[config.mk]
export PLATFORM = sky130hd
export DESIGN_NAME = frame_sequencer_flat
export DESIGN_NICKNAME = d
export VERILOG_FILES = /design/src/rtl/frame_sequencer_if.sv /design/src/rtl/frame_sequencer.sv /design/src/flat_wrapper.sv
export SDC_FILE = /design/constraint.sdc
export NUM_CORES = 1
export LEC_CHECK = 0
export ABC_AREA = 1
export CORE_MARGIN = 10
export CORE_UTILIZATION = 43
export CTS_BUF_LIST = sky130_fd_sc_hd__clkbuf_16
export DETAILED_ROUTE_END_ITERATION = 16
export PLACE_DENSITY = 0.88
export SLEW_MARGIN = 20
export SYNTH_ARGS = -nofsm -noshare
export SYNTH_HDL_FRONTEND = slang
export SYNTH_SLANG_ARGS = --single-unit
[constraint.sdc]
create_clock -name clk -period 7 [get_ports clk]
set_clock_uncertainty 0.2 [all_clocks]
set_input_delay 1.05 -clock clk [delete_from_list [all_inputs] [get_ports clk]]
set_output_delay 1.05 -clock clk [all_outputs]
set_load 0.02 [all_outputs]
[src/rtl/frame_sequencer_if.sv]
// Sample-stream and run-control bundle for frame_sequencer.
// master drives stimulus and commands; slave is the sequencer itself.
interface frame_sequencer_if #(
  parameter int unsigned INPUT_DATA_WIDTH = 16,
  parameter int unsigned INPUT_ELEMENTS   = 4,
  parameter int unsigned FRAME_CNT_WIDTH  = 16
);
  localparam int unsigned DataWidth = INPUT_ELEMENTS * 2 * INPUT_DATA_WIDTH;

  logic                       enable;
  logic                       start;
  logic                       stop;
  logic [FRAME_CNT_WIDTH-1:0] num_frames;
  logic                       in_valid;
  logic [DataWidth-1:0]       in_data;
  logic                       out_valid;
  logic [DataWidth-1:0]       out_data;
  logic                       out_sof;
  logic                       out_eof;
  logic [FRAME_CNT_WIDTH-1:0] frame_counter;
  logic                       busy;
  logic                       done;

  modport master (
    output enable, start, stop, num_frames, in_valid, in_data,
    input  out_valid, out_data, out_sof, out_eof, frame_counter, busy, done
  );

  modport slave (
    input  enable, start, stop, num_frames, in_valid, in_data,
    output out_valid, out_data, out_sof, out_eof, frame_counter, busy, done
  );
endinterface

[src/rtl/frame_sequencer.sv]
// Carves a continuous sample stream into fixed-size frames, forwards the leading
// DESIRED_FRAME_SIZE samples of each frame and runs for N frames or until stopped.
module frame_sequencer #(
  parameter int unsigned FRAME_SIZE         = 2048,
  parameter int unsigned DESIRED_FRAME_SIZE = 2000,
  parameter int unsigned SKIP_FRAME_SAMPLES = 48,
  parameter int unsigned INPUT_DATA_WIDTH   = 16,
  parameter int unsigned INPUT_ELEMENTS     = 4,
  parameter int unsigned FRAME_CNT_WIDTH    = 16
) (
  input logic               clk,
  input logic               reset,
  frame_sequencer_if.slave  bus
);

  localparam int unsigned DataWidth = INPUT_ELEMENTS * 2 * INPUT_DATA_WIDTH;
  localparam int unsigned CntWidth  = (FRAME_SIZE > 2) ? $clog2(FRAME_SIZE) : 1;
  localparam logic [CntWidth-1:0] LastPass  = CntWidth'(DESIRED_FRAME_SIZE - 1);
  localparam logic [CntWidth-1:0] LastFrame = CntWidth'(FRAME_SIZE - 1);
  localparam bit NoSkip = (SKIP_FRAME_SAMPLES == 0);

  if ((FRAME_SIZE != DESIRED_FRAME_SIZE + SKIP_FRAME_SAMPLES) || (DESIRED_FRAME_SIZE < 1) ||
      (FRAME_SIZE < 2)) begin : g_param_check
    $fatal(1, "frame_sequencer: inconsistent frame size parameters");
  end

  typedef enum logic [1:0] {StIdle, StPass, StSkip, StDone} state_e;

  state_e                     state_q, state_d;
  logic [CntWidth-1:0]        sample_cnt_q, sample_cnt_d;
  logic [FRAME_CNT_WIDTH-1:0] frame_cnt_q, frame_cnt_d;
  logic [FRAME_CNT_WIDTH-1:0] num_frames_q, num_frames_d;
  logic                       stop_pending_q, stop_pending_d;
  logic                       out_valid_q, out_valid_d;
  logic [DataWidth-1:0]       out_data_q, out_data_d;
  logic                       out_sof_q, out_sof_d;
  logic                       out_eof_q, out_eof_d;

  logic                       accept;
  logic                       pass_last;
  logic                       frame_end;
  logic [FRAME_CNT_WIDTH-1:0] frame_cnt_inc;
  logic                       run_over;

  assign accept        = bus.in_valid & bus.enable;
  assign pass_last     = (sample_cnt_q == LastPass);
  assign frame_end     = accept && (((state_q == StPass) && pass_last && NoSkip) ||
                                    ((state_q == StSkip) && (sample_cnt_q == LastFrame)));
  assign frame_cnt_inc = frame_cnt_q + FRAME_CNT_WIDTH'(1);
  // A stop raised on this very clock only takes effect at the following boundary.
  assign run_over      = stop_pending_q ||
                         ((num_frames_q != '0) && (frame_cnt_inc == num_frames_q));

  always_comb begin
    state_d        = state_q;
    sample_cnt_d   = sample_cnt_q;
    frame_cnt_d    = frame_cnt_q;
    num_frames_d   = num_frames_q;
    stop_pending_d = stop_pending_q;
    out_valid_d    = 1'b0;
    out_data_d     = '0;
    out_sof_d      = 1'b0;
    out_eof_d      = 1'b0;

    unique case (state_q)
      StIdle: begin
        if (bus.start && bus.enable) begin
          num_frames_d   = bus.num_frames;
          sample_cnt_d   = '0;
          frame_cnt_d    = '0;
          stop_pending_d = 1'b0;
          state_d        = StPass;
        end
      end
      StPass: begin
        if (bus.stop) stop_pending_d = 1'b1;
        if (accept) begin
          out_valid_d  = 1'b1;
          out_data_d   = bus.in_data;
          out_sof_d    = (sample_cnt_q == '0);
          out_eof_d    = pass_last;
          sample_cnt_d = sample_cnt_q + CntWidth'(1);
          if (pass_last) state_d = StSkip;
        end
      end
      StSkip: begin
        if (bus.stop) stop_pending_d = 1'b1;
        if (accept) sample_cnt_d = sample_cnt_q + CntWidth'(1);
      end
      StDone: state_d = StIdle;
      default: state_d = StIdle;
    endcase

    // Frame boundary overrides the per-state counter/state updates above.
    if (frame_end) begin
      frame_cnt_d  = frame_cnt_inc;
      sample_cnt_d = '0;
      state_d      = run_over ? StDone : StPass;
    end
  end

  always_ff @(posedge clk or posedge reset) begin
    if (reset) begin
      state_q        <= StIdle;
      sample_cnt_q   <= '0;
      frame_cnt_q    <= '0;
      num_frames_q   <= '0;
      stop_pending_q <= 1'b0;
      out_valid_q    <= 1'b0;
      out_data_q     <= '0;
      out_sof_q      <= 1'b0;
      out_eof_q      <= 1'b0;
    end else begin
      state_q        <= state_d;
      sample_cnt_q   <= sample_cnt_d;
      frame_cnt_q    <= frame_cnt_d;
      num_frames_q   <= num_frames_d;
      stop_pending_q <= stop_pending_d;
      out_valid_q    <= out_valid_d;
      out_data_q     <= out_data_d;
      out_sof_q      <= out_sof_d;
      out_eof_q      <= out_eof_d;
    end
  end

  assign bus.out_valid     = out_valid_q;
  assign bus.out_data      = out_data_q;
  assign bus.out_sof       = out_sof_q;
  assign bus.out_eof       = out_eof_q;
  assign bus.frame_counter = frame_cnt_q;
  assign bus.busy          = (state_q == StPass) || (state_q == StSkip);
  assign bus.done          = (state_q == StDone);

endmodule

[src/flat_wrapper.sv]
// flat-port wrapper written by rule: the top's interface ports become plain ports
module frame_sequencer_flat 
#(
  parameter int unsigned FRAME_SIZE         = 2048,
  parameter int unsigned DESIRED_FRAME_SIZE = 2000,
  parameter int unsigned SKIP_FRAME_SAMPLES = 48,
  parameter int unsigned INPUT_DATA_WIDTH   = 16,
  parameter int unsigned INPUT_ELEMENTS     = 4,
  parameter int unsigned FRAME_CNT_WIDTH    = 16
)
  (clk, reset, bus_enable, bus_start, bus_stop, bus_num_frames, bus_in_valid, bus_in_data, bus_out_valid, bus_out_data, bus_out_sof, bus_out_eof, bus_frame_counter, bus_busy, bus_done);
  frame_sequencer_if #(.INPUT_DATA_WIDTH(INPUT_DATA_WIDTH), .INPUT_ELEMENTS(INPUT_ELEMENTS), .FRAME_CNT_WIDTH(FRAME_CNT_WIDTH)) bus_i ();
  input logic clk;
  input logic reset;
  input wire logic [$bits(bus_i.enable)-1:0] bus_enable;
  input wire logic [$bits(bus_i.start)-1:0] bus_start;
  input wire logic [$bits(bus_i.stop)-1:0] bus_stop;
  input wire logic [$bits(bus_i.num_frames)-1:0] bus_num_frames;
  input wire logic [$bits(bus_i.in_valid)-1:0] bus_in_valid;
  input wire logic [$bits(bus_i.in_data)-1:0] bus_in_data;
  output wire logic [$bits(bus_i.out_valid)-1:0] bus_out_valid;
  output wire logic [$bits(bus_i.out_data)-1:0] bus_out_data;
  output wire logic [$bits(bus_i.out_sof)-1:0] bus_out_sof;
  output wire logic [$bits(bus_i.out_eof)-1:0] bus_out_eof;
  output wire logic [$bits(bus_i.frame_counter)-1:0] bus_frame_counter;
  output wire logic [$bits(bus_i.busy)-1:0] bus_busy;
  output wire logic [$bits(bus_i.done)-1:0] bus_done;
  assign bus_i.enable = bus_enable;
  assign bus_i.start = bus_start;
  assign bus_i.stop = bus_stop;
  assign bus_i.num_frames = bus_num_frames;
  assign bus_i.in_valid = bus_in_valid;
  assign bus_i.in_data = bus_in_data;
  assign bus_out_valid = bus_i.out_valid;
  assign bus_out_data = bus_i.out_data;
  assign bus_out_sof = bus_i.out_sof;
  assign bus_out_eof = bus_i.out_eof;
  assign bus_frame_counter = bus_i.frame_counter;
  assign bus_busy = bus_i.busy;
  assign bus_done = bus_i.done;
  frame_sequencer #(.FRAME_SIZE(FRAME_SIZE), .DESIRED_FRAME_SIZE(DESIRED_FRAME_SIZE), .SKIP_FRAME_SAMPLES(SKIP_FRAME_SAMPLES), .INPUT_DATA_WIDTH(INPUT_DATA_WIDTH), .INPUT_ELEMENTS(INPUT_ELEMENTS), .FRAME_CNT_WIDTH(FRAME_CNT_WIDTH)) u_core (.clk(clk), .reset(reset), .bus(bus_i));
endmodule
==> impl_results.rst <==
.. list-table::
   :header-rows: 1

   * - Metric
     - Value
   * - Timing startpoint of the critical path
     - u_core.state_q[0]
   * - Summed instance area of the synthesized netlist
     - 0.00721 mm^2
   * - Post-synthesis area per instance
     - 8.77 um^2
   * - Maximum clock insertion buffer count
     - 2
   * - Violation count after the first detailed-route iteration
     - 444
   * - Maximum level of the CTS H-tree
     - 4
   * - Worst hold-check path type
     - reg -> reg
   * - Largest net degree at the start of global routing
     - slightly above 80
   * - Max Cap Violations
     - 0
   * - Buffer cell driving the clock tree root
     - clkbuf_16
   * - Worst reg2reg setup slack
     - approximately 4.5 ns
   * - Number of standard cells after synthesis
     - 822
   * - Number of enable-type register cells in the synthesized netlist
     - 0
   * - Detailed Place HPWL
     - about 18000 um
   * - Hold Worst Slack
     - between 0.3 and 0.4 ns
   * - Global router's overall resource usage
     - 20.8%
   * - Die height
     - 149 um
   * - Setup WS post-layout
     - 3.78 ns
   * - Layout Cell Area excl Fill
     - 0.0110 mm^2
   * - Number of antenna violations at the first check in global routing
     - 1
   * - Share of final-layout standard cells stronger than drive strength 1
     - 5.42%
   * - Synthesized Nets
     - 979
   * - Buffers on Ports
     - 298
   * - Synth async-reset ratio
     - 100%
   * - Clock tree from TritonCTS
     - built
   * - Detailed-routed wire length on met2
     - between 10000 and 15000 um
   * - Placed Instances
     - 1312
   * - Tmin final
     - 3.22 ns
   * - Via count of the first global-routing pass
     - 6739
   * - Via count
     - 6544
   * - Library cell with the largest summed area after synthesis
     - dfrtp_1
   * - Synth cell count leaders
     - nand2_1, dfrtp_1, nor2_1
   * - Setup Fix Bufs, Post-CTS
     - 0
   * - Final hold viol count
     - 0
   * - Biggest area contributors in the synthesized netlist
     - dfrtp_1, nand2_1, nor2_1
   * - Clk Latency, worst-skew pair
     - 0.42 ns
   * - CTS Buf Count
     - 17
   * - Number of vias per cell
     - 4.87
   * - Capturing point of the worst reg2reg path
     - u_core.bus.frame_counter[4]
   * - Synthesized flop and latch total
     - 177
   * - I/O pin cnt
     - 299
   * - Number of library cell types mapped by synthesis
     - 33
   * - Sum of negative setup slack
     - 0 ns
   * - Residual antenna-violating net count after detailed routing
     - 0
   * - Last weighted congestion value of the routability-driven placer
     - 0.893
   * - First-pass iteration count of the detailed router
     - 5
   * - Share of the core filled with cells
     - between 60% and 70%
   * - Critical R2R Launch
     - u_core.state_q[0]
   * - Launching element type of the critical path
     - flip-flop
   * - Crit path capture type
     - primary output
   * - Top Layer Used
     - met5
   * - Relative slew margins
     - 38.1%
   * - Synth warn
     - 0
   * - Worst-case vdd ir drop
     - 0.207 mV
   * - Total wire length
     - 23900 um
   * - Data required time at the worst endpoint
     - 5.75 ns
   * - Final #Nets
     - about 1300
   * - Critical Setup Path Class
     - reg -> out
   * - CP Capture Point
     - bus_busy
   * - Number of buffers inserted by hold repair at cts
     - 0
   * - Storage cell area
     - approximately 0.0044 mm^2
   * - Die Wd
     - 149 um
   * - Crit share post-route
     - 45.9%
   * - Core Rows
     - between 40 and 50
   * - Upper clock frequency limit
     - 311 MHz
   * - Setup repair after global routing missed its margin
     - no
   * - Post-route insts no fill
     - about 1300
   * - Slew at the pin closest to its max-slew limit
     - 0.929 ns
   * - Metal-1 WL
     - 8230 um
   * - Number of remaining DRC errors
     - 0
   * - Area of the placeable core
     - 0.0165 mm^2
   * - Multi-input gate area
     - around 0.0024 mm^2
   * - Synth-to-Final Area Change
     - 52.7%
   * - Pins Over Slew Limit
     - 0
   * - Detail Route met3 WL
     - 2800 um
   * - Leakage dissipation
     - 4.95 nW
   * - Most common cell in the synthesized netlist
     - nand2_1
   * - Global-route wire length before repair
     - between 30000 and 40000 um
   * - Initial Util
     - 43.6%
   * - Total design power
     - between 2 and 3 mW
   * - Final-report setup violation count
     - 0
   * - Clock input transition at the sequential cells of the worst setup and hold paths
     - 0.07 ns
   * - Placed Instance Area
     - 0.0104 mm^2
   * - Ant diodes
     - 0
   * - Die ar.
     - 0.0223 mm^2
   * - Most used flip-flop cell after synthesis
     - dfrtp_1
   * - Power density relative to cell area
     - between 200 and 300 mW/mm^2
   * - Arrival time of the worst setup path
     - between 1.5 and 2 ns
   * - Fraction of synthesized cell area taken by the top area cell type
     - 61.4%
   * - Run status
     - completed
   * - # fillers
     - approximately 1200
   * - Worst-path maximum fanout
     - 4
   * - Clock sink count
     - 177
   * - Path depth of the worst reg2reg path
     - 9
   * - Routed WL per cell
     - 17.7 um
   * - Seq/Total Area, Yosys
     - 61.4%
   * - Overflow after GRT
     - 0
   * - Post-cts gate resize count
     - 0
   * - Post-placement worst setup slack
     - 3.37 ns
## final cells by class
type                    count  area share (%)
clock buffers              17            3.86
clock inverters            15            1.50
inverters                  63            2.24
multi-input cells         549            22.0
flip-flops and latches    177            40.2
well taps                 220            2.50
repair buffers            304            27.7
## cell usage in the layout, fill, tap and decap left out, drive strengths merged
cell,count
clkdlybuf4s50,298
nand2,252
dfrtp,177
nor2,170
inv,71
nand3,43
o21ai,31
clkbuf,17
o22ai,11
a21oi,9
nand4,9
ha,7
nor3,7
clkinv,7
buf,6
xor2,3
nor3b,1
or2,1
nor4,1
a32oi,1
xnor3,1
o21bai,1
a211oi,1
## state kept, by name (all words and copies together), names as in the netlist
register,flops
u_core.bus.out_eof,1
u_core.sample_cnt_q,11
u_core.bus.out_sof,1
u_core.num_frames_q,16
u_core.bus.frame_counter,16
u_core.state_q,2
u_core.bus.out_valid,1
u_core.bus.out_data,128
u_core.stop_pending_q,1
## metal layers
layer	vias up	track usage [%]
met4	2	6.82
met2	305	36.0
met3	32	9.45
li1	3130	-
met5	-	0
met1	3075	22.0
## worst max-delay path, stage by stage (launching register included)
cell and delay (ns):
dfrtp_1 0.41, inv_1 0.08, ha_1 0.41, clkdlybuf4s50_1 0.65
## worst min-delay path by stage
| stage | depth (start not counted) | from | endpoint | slack (ns) |
|---|---|---|---|---|
| global route | 2 | u_core.stop_pending_q | u_core.stop_pending_q | 0.35 |
| CTS | 2 | u_core.stop_pending_q | u_core.stop_pending_q | 0.33 |
| detailed placement | 2 | u_core.stop_pending_q | u_core.stop_pending_q | 0.32 |
| global placement | 2 | u_core.stop_pending_q | u_core.stop_pending_q | 0.31 |
| floorplan | 2 | u_core.stop_pending_q | u_core.stop_pending_q | 0.29 |
| finish | 2 | u_core.stop_pending_q | u_core.stop_pending_q | 0.33 |
## cell families (layout without fill, tap and decap cells)
group,after synthesis,after routing,synth area share (%)
and+or+nand+nor,484,484,27.6
DFF,177,177,61.4
buffers and inverters,96,399,5.01
AOI/OAI and AO/OA,54,54,4.11
adders and majority gates,7,7,1.21
xor gates and xnor gates,4,4,0.677
## where the power goes
group | internal, mW | switching (mW) | total [mW] | leakage [nW]
registers | 1.14 | 0.0542 | 1.20 | 2.42
logic | 0.325 | 0.538 | 0.863 | 2.24
clock network | 0.480 | 0.450 | 0.930 | 0.290
No activity file was read; power rests on OpenSTA's default activity.
